### config.mk
export PLATFORM = sky130hd
export DESIGN_NAME = mem_access_ctrl
export DESIGN_NICKNAME = d
export VERILOG_FILES = /design/src/rtl/mem_access_ctrl.sv
export SDC_FILE = /design/constraint.sdc
export NUM_CORES = 1
export LEC_CHECK = 0
export CAP_MARGIN = 20
export CORE_MARGIN = 3
export CORE_UTILIZATION = 37
export CTS_BUF_LIST = sky130_fd_sc_hd__clkbuf_16
export DETAILED_ROUTE_END_ITERATION = 8
export PLACE_DENSITY = 0.77
export RECOVER_POWER = 100
export SETUP_SLACK_MARGIN = 0.15
export SLEW_MARGIN = 20
export SYNTH_ARGS = -nofsm -noshare
export SYNTH_HDL_FRONTEND = slang
export SYNTH_SLANG_ARGS = --single-unit
### constraint.sdc
create_clock -name clk -period 5.3 [get_ports clk]
set_input_delay 1.06 -clock clk [delete_from_list [all_inputs] [get_ports clk]]
set_output_delay 1.06 -clock clk [all_outputs]
set_load 0.01 [all_outputs]
### src/rtl/mem_access_ctrl.sv
// Splits 32-bit MEM-stage loads/stores into two wait-stretched 16-bit SRAM accesses, low half first.
// Optional posted stores: define MEM_CTRL_POSTED_WRITE_EN.
module mem_access_ctrl #(
  parameter int unsigned WAIT_CYCLES = 3,
  parameter logic [31:0] ADDR_BASE   = 32'd1024
) (
  input  logic        clk,
  input  logic        rst,
  input  logic        wr_en,
  input  logic        rd_en,
  input  logic [31:0] address,
  input  logic [31:0] st_val,
  output logic [31:0] rd_data,
  output logic        ready,
  output logic [17:0] sram_addr,
  output logic [15:0] sram_dq_out,
  output logic        sram_dq_oe,
  input  logic [15:0] sram_dq_in,
  output logic        sram_we_n,
  output logic [1:0]  dbg_state
);

  typedef enum logic [1:0] {
    S_IDLE = 2'd0,
    S_LOW  = 2'd1,
    S_HIGH = 2'd2,
    S_DONE = 2'd3
  } state_t;

  localparam logic [3:0] CNT_LOAD = 4'(WAIT_CYCLES - 1);

  state_t      state_q;
  logic [3:0]  cnt_q;
  logic        is_wr_q;
  logic [15:0] st_hi_q;
  logic [31:0] rd_data_q;
  logic [17:0] sram_addr_q;
  logic [15:0] dq_out_q;
  logic        dq_oe_q;
  logic        we_n_q;

  logic        req;
  logic [16:0] word_idx;
  logic        posted_wr;

  assign req      = rd_en | wr_en;
  assign word_idx = 17'((address - ADDR_BASE) >> 2);

`ifdef MEM_CTRL_POSTED_WRITE_EN
  assign posted_wr = is_wr_q;
`else
  assign posted_wr = 1'b0;
`endif

  // Handshake: the pipeline holds rd_en/wr_en (and operands) as a level until it
  // sees ready=1; ready=0 freezes IF..MEM. A request is consumed in the cycle
  // ready is 1 while it is asserted, and is never replayed from DONE.
  always_comb begin
    ready = 1'b0;
    unique case (state_q)
`ifdef MEM_CTRL_POSTED_WRITE_EN
      S_IDLE:  ready = wr_en | ~rd_en;
`else
      S_IDLE:  ready = ~req;
`endif
      S_DONE:  ready = 1'b1;
      default: ready = ~req;
    endcase
  end

  always_ff @(posedge clk) begin
    if (!rst) begin
      state_q     <= S_IDLE;
      cnt_q       <= 4'd0;
      is_wr_q     <= 1'b0;
      st_hi_q     <= 16'd0;
      rd_data_q   <= 32'd0;
      sram_addr_q <= 18'd0;
      dq_out_q    <= 16'd0;
      dq_oe_q     <= 1'b0;
      we_n_q      <= 1'b1;
    end else begin
      unique case (state_q)
        S_IDLE: begin
          if (req) begin
            // Write wins when both are asserted; operands are frozen here.
            state_q     <= S_LOW;
            cnt_q       <= CNT_LOAD;
            is_wr_q     <= wr_en;
            st_hi_q     <= st_val[31:16];
            sram_addr_q <= {word_idx, 1'b0};
            dq_out_q    <= st_val[15:0];
            dq_oe_q     <= wr_en;
            we_n_q      <= ~wr_en;
          end
        end
        S_LOW: begin
          if (cnt_q == 4'd0) begin
            if (!is_wr_q) rd_data_q[15:0] <= sram_dq_in;
            state_q        <= S_HIGH;
            cnt_q          <= CNT_LOAD;
            sram_addr_q[0] <= 1'b1;
            dq_out_q       <= st_hi_q;
          end else begin
            cnt_q <= cnt_q - 4'd1;
          end
        end
        S_HIGH: begin
          if (cnt_q == 4'd0) begin
            if (!is_wr_q) rd_data_q[31:16] <= sram_dq_in;
            dq_oe_q <= 1'b0;
            we_n_q  <= 1'b1;
            state_q <= posted_wr ? S_IDLE : S_DONE;
          end else begin
            cnt_q <= cnt_q - 4'd1;
          end
        end
        S_DONE:  state_q <= S_IDLE;
        default: state_q <= S_IDLE;
      endcase
    end
  end

  assign rd_data     = rd_data_q;
  assign sram_addr   = sram_addr_q;
  assign sram_dq_out = dq_out_q;
  assign sram_dq_oe  = dq_oe_q;
  assign sram_we_n   = we_n_q;
  assign dbg_state   = state_q;

endmodule

==> results.yml <==
final_layout:
  n_fill_cell: 949
  fin_util: 0.5512
  design_area_um2: 5690
  drive_gt1_frac: 0.07055
  final_common_cell: "nand2_1"
  area_growth_pct: 44.70
  diodes: 0
  final_cell_mix: "nand2_1, dfxtp_1, dlygate4sd3_1, clkdlybuf4s50_1, mux2i_1"
  final_net_count: 654
grt:
  antenna_found_initial: 0
  grt_pass1_vias: 3413
  grt_pass1_wl_mm: 16.46
  grt_max_degree: 65
  gr-total-overflow: 0
  grt_use_total: 0.1728
routing:
  vias: 3481
  totalWireLength_mm: 10.33
  route.met2.wl_mm: 5.171
  top_layer: "met4"
  wire_per_inst_um: 14.70
  drt-met1-wl_mm: 4.545
  via_per_inst: 4.952
  drt_iter0_markers: 186
  first_pass_iters: 4
  drc: 0
  wl_met3_um: 458
  ant_nets: 0
synth:
  yosysSeqAreaShare: 0.4633
  syn_nets: 530
  synthArstFlopShare: 0
  syn_inst: 438
  synth.largest_area_cell: "dfxtp_1"
  syn_area_per_cell_um2: 8.978
  synth_flop_cell: "dfxtp_1"
  yosysWarningCount: 0
  netlist.area_leader.share: 0.4633
  synth_seq_cells: 91
  synth_edf_count: 0
  syn-cell-area_um2: 3933
  synth_area_leaders: "dfxtp_1, nand2_1, mux2i_1"
  ys_types: 46
sta:
  hold_viol_final: 0
  period_minus_slack_ns: 3.650
  slew_violations: 65
  skew_ns: 0.01063
  worst_pin_slew_ns: 2.437
  fin_crit_sh: 0.6887
  rsz0062_at_grt: "false"
  setup_tns_ns: 0
  whs_ns: 0.4523
  finalSetupViolCount: 0
  fmax_ghz: 0.2740
  slew_headroom: -0.6247
placed_design:
  gp_congestion: 0.7816
  placed_area_um2: 5366
  portBuffers: 139
  hpwl_mm: 7.430
floorplanning:
  fp.coreArea_um2: 10320
  ios: 155
  std_cell_rows: 37
  dieArea_um2: 11900
  die_w_um: 109.1
  dieHeight_um: 109.1
  initial_utilization: 0.3809
clocking:
  cts_made_buffers: 9
  htree_levels: 3
  postCtsSetupRepairBufs: 0
  insertion_delay_ns: 0.33
  clock-sinks: 91
  clkTransAtPathRegs_ns: 0.07
  cts_root_buf: "clkbuf_16"
  holdBufCountCts: 0
  ctsResizeCount: 0
  cts_tree: "yes"
  cts_max_path_buffers: 2
setup_path:
  path_cells: "buf_2 > clkbuf_1 > nand2_1 > mux2i_1"
  critPathCaptureType: "flip-flop"
  critPathTopFamily: "buffers and inverters"
  critPathKind: "in -> reg"
  critical_path_buf_inv_count: 2
  path_max_fanout: 64
  crit_slowest_cell: "clkbuf_1"
  cp-start-kind: "primary input"
  r2r_slack_ns: 2.57
  cp.required_ns: 5.55
  cp.arrival_ns: 3.90
  max_stage_delay_ns: 1.78
power_and_ir_drop:
  worst_ir_drop_vdd_uv: 202.6
  power_mw: 2.794
  p_leak_nw: 2.532
  p_per_area_nw_per_um2: 491.0
run_status:
  status: "finished, violations left"
  violations: "capacitance limit, slew limit"
worst_hold_path:
  min_path_type: "reg -> reg"
flow_run:
  maxCapViolCount: 1
==> where the power goes <==
group	total (mW)	internal (mW)	switching, mW	leakage (nW)
registers	0.952	0.860	0.0913	0.746
logic	1.14	0.545	0.592	1.63
clock network	0.705	0.422	0.284	0.159
==> stage by stage <==
stage | setup WS [ns] | cells
after floorplan | 2.930 | 438
after global placement | 1.894 | 686
after detailed placement | 1.871 | 686
after CTS | 1.876 | 702
after global routing | 1.232 | 703
final | 1.650 | 703
==> synthesized netlist by cell type, types with 2 or more instances <==
| library cell | count |
|---|---|
| a31oi_1 | 7 |
| clkbuf_1 | 23 |
| buf_4 | 2 |
| a211oi_1 | 5 |
| ha_1 | 8 |
| o21a_1 | 2 |
| o21ai_0 | 13 |
| o31ai_1 | 4 |
| inv_1 | 8 |
| or4_1 | 4 |
| a211o_1 | 2 |
| mux2i_1 | 48 |
| dfxtp_1 | 91 |
| nor2_1 | 6 |
| nand2_2 | 2 |
| mux2_2 | 17 |
| nand3_1 | 2 |
| o211ai_1 | 2 |
| nor3_1 | 2 |
| or3_1 | 3 |
| nor4b_1 | 3 |
| a21oi_1 | 27 |
| nand2_1 | 132 |
| or3b_2 | 2 |
| nand3b_1 | 2 |
==> path summary, 6_finish.rpt <==
kind / start / to / cells after the start
worst min-delay path: sram_addr[3] / sram_addr[3] / 2
worst min register to register: sram_addr[3] / sram_addr[3] / 2
worst max-delay path: rst / rd_data[3] / 4
worst max register to register: dbg_state[0] / sram_dq_out[2] / 5
==> cell families (layout without fill, tap and decap cells) <==
family,count (synthesis),count (layout),synth area share
buffers and inverters,37,166,0.04359
adders and majority gates,8,8,0.02545
DFF,91,91,0.4633
AOI/OAI and AO/OA,71,71,0.1107
xor gates and xnor gates,2,2,0.004455
muxes,65,65,0.1709
and+or+nand+nor,164,164,0.1817
==> flip-flops by register name, summed over array words and instances, names as in the netlist <==
| signal | cells |
|---|---|
| rd_data | 32 |
| is_wr_q | 1 |
| cnt_q | 4 |
| st_hi_q | 16 |
| sram_dq_out | 16 |
| sram_dq_oe | 1 |
| sram_we_n | 1 |
| dbg_state | 2 |
| sram_addr | 18 |
==> worst reg2reg max path, stage by stage, from the launching register on <==
cell	delay, ns
dfxtp_1	0.34
inv_1	0.14
ha_1	0.38
nor3b_1	0.74
a211o_1	0.78
mux2i_1	0.27
==> metal layers <==
metal | vias to the layer above | GRT usage
met1 | 1635 | 0.2184
met4 | 0 | 0.06492
met3 | 11 | 0.03612
met5 | - | 0
li1 | 1754 | -
met2 | 81 | 0.2890
==> final cells by class <==
cell class                      instances  area, um^2  area share
Tap cell                              136       170.2     0.02990
Clock buffer                            9       225.2     0.03958
Multi-Input combinational cell        310        1941      0.3410
Inverter                                8       30.03    0.005277
Sequential cell                        91        1822      0.3201
Timing Repair Buffer                  142        1398      0.2456
Clock inverter                          7       105.1     0.01847
Note: power is estimated with default switching activity, not from simulation.
